[config.mk]
export PLATFORM = sky130hd
export DESIGN_NAME = id_ex_stage
export DESIGN_NICKNAME = d
export VERILOG_FILES = /design/src/rtl/id_ex_pkg.sv /design/src/rtl/id_regfile.sv /design/src/rtl/id_ex_stage.sv
export SDC_FILE = /design/constraint.sdc
export NUM_CORES = 1
export LEC_CHECK = 0
export CORE_UTILIZATION = 43
export DETAILED_ROUTE_END_ITERATION = 8
export PLACE_DENSITY = 0.79
export SLEW_MARGIN = 25
export SYNTH_ARGS = -nofsm -noshare
export SYNTH_HDL_FRONTEND = slang
export SYNTH_SLANG_ARGS = --single-unit
[constraint.sdc]
create_clock -name clk -period 2.54 [get_ports clk]
set_clock_uncertainty 0.15 [all_clocks]
set_input_delay 0.508 -clock clk [delete_from_list [all_inputs] [get_ports clk]]
set_output_delay 0.508 -clock clk [all_outputs]
set_load 0.01 [all_outputs]
[src/rtl/id_ex_pkg.sv]
// Shared definitions for the decode/operand stage: widths, opcode and
// forwarding-select encodings, and the pipeline-fill sequencer states.
package id_ex_pkg;

    localparam int DATA_W    = 8;
    localparam int REG_N     = 8;
    localparam int REG_NUM_W = 3;

    // Opcode field instr[15:14]
    localparam logic [1:0] OP_NOP = 2'b00;
    localparam logic [1:0] OP_MOV = 2'b01;
    localparam logic [1:0] OP_SLL = 2'b10;
    localparam logic [1:0] OP_SRL = 2'b11;

    // Forwarding select from the forwarding unit
    localparam logic [1:0] FWD_SH_D2 = 2'b00;
    localparam logic [1:0] FWD_WB_D2 = 2'b01;
    localparam logic [1:0] FWD_SH_D1 = 2'b10;
    localparam logic [1:0] FWD_WB_D1 = 2'b11;

    typedef enum logic [1:0] {
        ST_RESET = 2'b00,
        ST_FILL  = 2'b01,
        ST_RUN   = 2'b10
    } fill_state_t;

    // MOV selects the move path in EX; every other opcode selects the shifter
    function automatic logic op_is_mov(input logic [1:0] op);
        return (op == OP_MOV);
    endfunction

endpackage

[src/rtl/id_regfile.sv]
// 8 x 8-bit register file: two combinational read ports, one write port.
// Optional macro ID_EX_RF_BYPASS_EN makes a same-cycle write visible on
// the read ports (write-first); without it reads return the stored value.
module id_regfile
    import id_ex_pkg::*;
(
    input  logic                 clk,
    input  logic                 rst_n,
    input  logic [REG_NUM_W-1:0] rd_num1,
    input  logic [REG_NUM_W-1:0] rd_num2,
    output logic [DATA_W-1:0]    rd_data1,
    output logic [DATA_W-1:0]    rd_data2,
    input  logic                 wr_en,
    input  logic [REG_NUM_W-1:0] wr_num,
    input  logic [DATA_W-1:0]    wr_data
);

    logic [DATA_W-1:0] mem_reg [REG_N];
    logic [REG_N-1:0]  wr_sel;

    // One-hot write select per register
    generate
        for (genvar gi = 0; gi < REG_N; gi++) begin : g_wr_sel
            assign wr_sel[gi] = wr_en && (wr_num == REG_NUM_W'(gi));
        end
    endgenerate

    // Storage: cleared on reset, written on the rising edge when selected
    always_ff @(posedge clk or negedge rst_n) begin
        if (!rst_n) begin
            for (int i = 0; i < REG_N; i++) begin
                mem_reg[i] <= '0;
            end
        end else begin
            for (int i = 0; i < REG_N; i++) begin
                if (wr_sel[i]) begin
                    mem_reg[i] <= wr_data;
                end
            end
        end
    end

`ifdef ID_EX_RF_BYPASS_EN
    // Write-first: a write in flight to the register being read wins
    assign rd_data1 = (wr_en && (wr_num == rd_num1)) ? wr_data : mem_reg[rd_num1];
    assign rd_data2 = (wr_en && (wr_num == rd_num2)) ? wr_data : mem_reg[rd_num2];
`else
    // Read-first: the forwarding unit covers the same-cycle hazard
    assign rd_data1 = mem_reg[rd_num1];
    assign rd_data2 = mem_reg[rd_num2];
`endif

endmodule

[src/rtl/id_ex_stage.sv]
// Decode/operand stage: decodes the IF/ID instruction, reads the register
// file, captures into the ID/EX register under valid/ready, applies the
// forwarding select to the EX operands, and runs the pipeline-fill
// sequencer that holds forwarding off until the pipe contains real work.
// Optional macro: ID_EX_RF_BYPASS_EN (register-file write-first bypass).
module id_ex_stage
    import id_ex_pkg::*;
#(
    parameter int FILL_CNT = 2
) (
    input  logic                 clk,
    input  logic                 rst_n,
    input  logic                 if_id_valid,
    input  logic [15:0]          if_id_instr,
    output logic                 id_ready,
    input  logic                 ex_ready,
    input  logic                 flush,
    input  logic                 wb_we,
    input  logic [REG_NUM_W-1:0] wb_wr_num,
    input  logic [DATA_W-1:0]    wb_wr_data,
    input  logic [1:0]           fwd_ctrl,
    input  logic                 fwd_valid,
    input  logic [DATA_W-1:0]    ex_wb_data1,
    input  logic [DATA_W-1:0]    ex_wb_shift_result,
    output logic                 id_ex_valid,
    output logic [REG_NUM_W-1:0] id_ex_rs1_num,
    output logic [REG_NUM_W-1:0] id_ex_rs2_num,
    output logic [REG_NUM_W-1:0] id_ex_wr_num,
    output logic [1:0]           id_ex_op,
    output logic                 id_ex_smctrl,
    output logic [2:0]           id_ex_shamt,
    output logic [DATA_W-1:0]    ex_data1,
    output logic [DATA_W-1:0]    ex_data2,
    output logic                 fwd_active
);

    // Instruction fields
    logic [1:0]           dec_op;
    logic [REG_NUM_W-1:0] dec_rs1;
    logic [REG_NUM_W-1:0] dec_rs2;
    logic [2:0]           dec_shamt;
    logic                 instr_unused;

    assign dec_op       = if_id_instr[15:14];
    assign dec_rs1      = if_id_instr[13:11];
    assign dec_rs2      = if_id_instr[10:8];
    assign dec_shamt    = if_id_instr[2:0];
    assign instr_unused = ^if_id_instr[7:3];

    logic [DATA_W-1:0] rf_data1;
    logic [DATA_W-1:0] rf_data2;

    id_regfile u_regfile (
        .clk      (clk),
        .rst_n    (rst_n),
        .rd_num1  (dec_rs1),
        .rd_num2  (dec_rs2),
        .rd_data1 (rf_data1),
        .rd_data2 (rf_data2),
        .wr_en    (wb_we),
        .wr_num   (wb_wr_num),
        .wr_data  (wb_wr_data)
    );

    // ID/EX pipeline register
    logic                 valid_reg;
    logic [REG_NUM_W-1:0] rs1_num_reg;
    logic [REG_NUM_W-1:0] rs2_num_reg;
    logic [REG_NUM_W-1:0] wr_num_reg;
    logic [1:0]           op_reg;
    logic                 smctrl_reg;
    logic [2:0]           shamt_reg;
    logic [DATA_W-1:0]    data1_reg;
    logic [DATA_W-1:0]    data2_reg;

    logic capture;

    assign id_ready = !valid_reg || ex_ready;
    // A flush swallows the instruction offered in the same cycle
    assign capture  = if_id_valid && id_ready && !flush;

    // ID/EX capture, drain and flush; fields hold whenever nothing is captured
    always_ff @(posedge clk or negedge rst_n) begin
        if (!rst_n) begin
            valid_reg   <= 1'b0;
            rs1_num_reg <= '0;
            rs2_num_reg <= '0;
            wr_num_reg  <= '0;
            op_reg      <= OP_NOP;
            smctrl_reg  <= 1'b0;
            shamt_reg   <= '0;
            data1_reg   <= '0;
            data2_reg   <= '0;
        end else if (flush) begin
            valid_reg <= 1'b0;
        end else if (capture) begin
            valid_reg   <= 1'b1;
            rs1_num_reg <= dec_rs1;
            rs2_num_reg <= dec_rs2;
            wr_num_reg  <= dec_rs2;
            op_reg      <= dec_op;
            smctrl_reg  <= op_is_mov(dec_op);
            shamt_reg   <= dec_shamt;
            data1_reg   <= rf_data1;
            data2_reg   <= rf_data2;
        end else if (id_ready) begin
            valid_reg <= 1'b0;
        end
    end

    assign id_ex_valid   = valid_reg;
    assign id_ex_rs1_num = rs1_num_reg;
    assign id_ex_rs2_num = rs2_num_reg;
    assign id_ex_wr_num  = wr_num_reg;
    assign id_ex_op      = op_reg;
    assign id_ex_smctrl  = smctrl_reg;
    assign id_ex_shamt   = shamt_reg;

    // Pipeline-fill sequencer
    fill_state_t state_reg;
    fill_state_t state_next;
    logic [1:0]  fill_cnt_reg;
    logic [1:0]  fill_cnt_next;

    // Sequencer state and fill counter registers
    always_ff @(posedge clk or negedge rst_n) begin
        if (!rst_n) begin
            state_reg    <= ST_RESET;
            fill_cnt_reg <= 2'd0;
        end else begin
            state_reg    <= state_next;
            fill_cnt_reg <= fill_cnt_next;
        end
    end

    // Next state: count captures in FILL (saturating), go to RUN at FILL_CNT
    always_comb begin
        state_next    = state_reg;
        fill_cnt_next = fill_cnt_reg;
        case (state_reg)
            ST_RESET: begin
                state_next    = ST_FILL;
                fill_cnt_next = 2'd0;
            end
            ST_FILL: begin
                if (capture && (fill_cnt_reg != 2'b11)) begin
                    fill_cnt_next = fill_cnt_reg + 2'd1;
                end
                if (int'(fill_cnt_next) >= FILL_CNT) begin
                    state_next = ST_RUN;
                end
            end
            ST_RUN: begin
                state_next = ST_RUN;
            end
            default: begin
                state_next    = ST_RESET;
                fill_cnt_next = 2'd0;
            end
        endcase
    end

    assign fwd_active = (state_reg == ST_RUN);

    // Forwarding mux: replace one operand when a live match is reported
    always_comb begin
        ex_data1 = data1_reg;
        ex_data2 = data2_reg;
        if (fwd_active && fwd_valid && valid_reg) begin
            case (fwd_ctrl)
                FWD_SH_D2: ex_data2 = ex_wb_shift_result;
                FWD_WB_D2: ex_data2 = ex_wb_data1;
                FWD_SH_D1: ex_data1 = ex_wb_shift_result;
                FWD_WB_D1: ex_data1 = ex_wb_data1;
                default:   ex_data1 = data1_reg;
            endcase
        end
    end

endmodule
==> flow_summary.json, run 1 <==
{
  "status": "complete, no violations",
  "reg2reg_slack_ns": 0.52,
  "period_share": 0.965,
  "yosysWarnings": 0,
  "largest_reg_flops": 64,
  "setup_viol": 0,
  "syn_area_um2": 5080,
  "r2r-start": "fill_cnt_reg[1]",
  "drcViolationCount": 0,
  "synth_top_flop_cell": "dfrtp_1",
  "worst_pin_slew_ns": 0.558,
  "min_from": "id_ex_shamt[1]",
  "path_clk_slew_ns": 0.06,
  "clockBufferDepth": 2,
  "p_int_mw": 3.39,
  "synth_area_leaders": "dfrtp_1 48%, mux2i_1 14%, mux2_2 14%, nand2_1 6.3%, a22oi_1 4.7%",
  "layout.nets": 604,
  "area_delta_synth_final_pct": 28.1,
  "timing.fmax_ghz": 0.408,
  "routabilityCongestion": 0.786,
  "gr-total-overflow": 0,
  "diodes": 0,
  "cap_violations": 0,
  "io_pins": 86,
  "seq_area_frac_synth": 0.478,
  "most-common-layout-cells": "97 x dfrtp_1, 85 x nand2_1, 70 x mux2i_1",
  "irDropWorstVdd_mv": 0.356,
  "worstSetupEndpointType": "output port",
  "clkPwrFrac": 0.289,
  "dieArea_um2": 12200,
  "r2r_cells": 4,
  "core_um2": 11500,
  "slew_headroom": 0.628,
  "drtIter0Drc": 263,
  "switching_share": 0.293,
  "switchingPower_mw": 1.40,
  "netlist_instances": 454,
  "critPathLaunchType": "input port",
  "hold_path_depth": 2,
  "track_usage": 0.219,
  "grt_antenna_before_repair": 0,
  "critPathLaunch": "fwd_valid",
  "drive_gt1_frac": 0.233,
  "synth-edff-count": 0,
  "grt_max_degree": 64,
  "share_seq_of_total_power": 0.443,
  "vias": 4006,
  "required_ns": 1.88,
  "via_per_inst": 5.76,
  "min_period_ns": 2.45,
  "clock-sinks": 97,
  "port_buffers": 80,
  "layout_commonest_cell": "dfrtp_1",
  "drt_first_pass_iters": 5,
  "finalHoldViolCount": 0,
  "htreeDepth": 3,
  "avgRoutedWirePerCell_um": 18.6,
  "hold_end": "id_ex_shamt[1]",
  "r2r-end": "state_reg[1]",
  "cts-root-buf": "clkbuf_16",
  "cp_data_arrival_time_ns": 1.79,
  "ys_async_sr_fraction": 1.00,
  "leakage_nw": 3.01,
  "rsz0062_at_grt": "true",
  "worst-path-max-fanout": 6,
  "cts_tree": "yes",
  "cts_buffers": 9,
  "row_count": 39,
  "ant_nets": 0,
  "die_h_um": 111,
  "grt_pass1_wl_um": 21100,
  "start_util": 0.443,
  "grt_pass1_vias": 3988,
  "maxSlewViolCount": 0,
  "wl_um": 12900,
  "final_core_util": 0.567,
  "power_density_nw_per_um2": 737,
  "dpl.hpwl_um": 8770,
  "synth-seq-cells": 97,
  "synth_top_area_frac": 0.478,
  "die_w_um": 111,
  "hold-worst-slack_ns": 0.326,
  "clock_latency_ns": 0.35,
  "ys_types": 31,
  "worstSetupPathType": "in -> out",
  "yosysTopAreaCell": "dfrtp_1",
  "synth_nets": 510,
  "avgSynthCellArea_um2": 11.2,
  "holdCritPathClass": "reg -> reg",
  "combinationalPowerShare": 0.267
}
## per-layer routing
metal,GRT usage,up-vias,part of all wire
met4,0.0889,0,0.020
met2,0.361,139,0.50
met5,0,-,0
met1,0.286,2020,0.42
met3,0.0405,26,0.064
li1,-,1821,-
## cells in the mapped netlist, drive strengths merged, types with 2 or more instances
| library cell | number |
|---|---|
| nor2b | 5 |
| inv | 5 |
| nor3 | 3 |
| nand3 | 16 |
| o41ai | 2 |
| mux2i | 72 |
| and2 | 2 |
| a22oi | 32 |
| nand2 | 85 |
| nor3b | 2 |
| ha | 4 |
| nor2 | 3 |
| mux2 | 66 |
| nand4 | 2 |
| o21ai | 17 |
| buf | 18 |
| clkbuf | 11 |
| nand4b | 4 |
| dfrtp | 97 |
## metrics by stage
step / power, mW / instance area (um^2) / instances / TNS [ns] / worst slack [ns]
6_report: 4.79 / 6500 / 696 / 0 / 0.0896
3_3_place_gp: 3.34 / 6170 / 676 / -2.35 / -0.181
2_1_floorplan: 2.85 / 5080 / 454 / 0 / 0.390
5_1_grt: 5.06 / 6500 / 696 / -0.0183 / -0.00940
3_5_place_dp: 3.43 / 6170 / 676 / -2.90 / -0.255
4_1_cts: 4.80 / 6500 / 695 / 0 / 0.0211
## power groups by stage
stage,clock (mW),sequential [mW],combinational [mW]
after floorplan,0,2.08,0.765
after global placement,0,2.11,1.24
after detailed placement,0,2.14,1.29
after CTS,1.41,2.12,1.28
after global routing,1.48,2.16,1.42
final,1.39,2.12,1.28
## critical path: stages
cell             delay [ns]
clkdlybuf4s50_1        0.48
nand4_1                0.14
buf_6                  0.17
buf_4                  0.13
nand2_1                0.06
o21ai_0                0.07
clkdlybuf4s15_1        0.23
## final cells by class
class,instances,area (um^2)
Fill cell,965,4960
Inverter,5,18.8
Multi-Input combinational cell,323,2520
Sequential cell,97,2430
Tap cell,143,179
Clock inverter,4,51.3
Timing Repair Buffer,112,1050
Clock buffer,12,256
## worst max-delay path by stage
| stage | end | slack, ns |
|---|---|---|
| final | ex_data1[1] | 0.09 |
| after global routing | ex_data1[5] | -0.009 |
| after CTS | ex_data1[0] | 0.02 |
| after detailed placement | ex_data1[0] | -0.26 |
| after global placement | ex_data2[6] | -0.18 |
| after floorplan | ex_data2[0] | 0.39 |
## cell families after synthesis
| logic type | after synthesis | synth area share |
|---|---|---|
| AOI/OAI and AO/OA | 56 | 0.0759 |
| buffers and inverters | 34 | 0.0301 |
| muxes | 138 | 0.288 |
| DFF | 97 | 0.478 |
| and+or+nand+nor | 125 | 0.118 |
| adders and majority gates | 4 | 0.00986 |
## what timing repair did
item / in CTS / in global routing
hold endpoints to repair: 34 / 0
setup buffers: 2 / 0
pin swaps: 0 / 1
cloned: 0 / 1
resized for setup: 24 / 14
hold buffers: 1 / 0
setup endpoints to repair: 16 / 10
(Power assumes the default switching activity.)
==> run 2, diff against run 1 <==
--- a/config.mk
+++ b/config.mk
@@ -5,6 +5,7 @@
 export SDC_FILE = /design/constraint.sdc
 export NUM_CORES = 1
 export LEC_CHECK = 0
+export CAP_MARGIN = 10
 export CORE_UTILIZATION = 43
 export DETAILED_ROUTE_END_ITERATION = 8
 export PLACE_DENSITY = 0.79
==> results of run 2 <==
Final layout, timing and power as in run 1 (identical DEF).
==> run 3, diff against run 2 <==
--- a/config.mk
+++ b/config.mk
@@ -8,6 +8,7 @@
 export CAP_MARGIN = 10
 export CORE_UTILIZATION = 43
 export DETAILED_ROUTE_END_ITERATION = 8
+export HOLD_SLACK_MARGIN = 0.12
 export PLACE_DENSITY = 0.79
 export SLEW_MARGIN = 25
 export SYNTH_ARGS = -nofsm -noshare
==> results of run 3 <==
Final layout, timing and power as in run 1 (identical DEF).
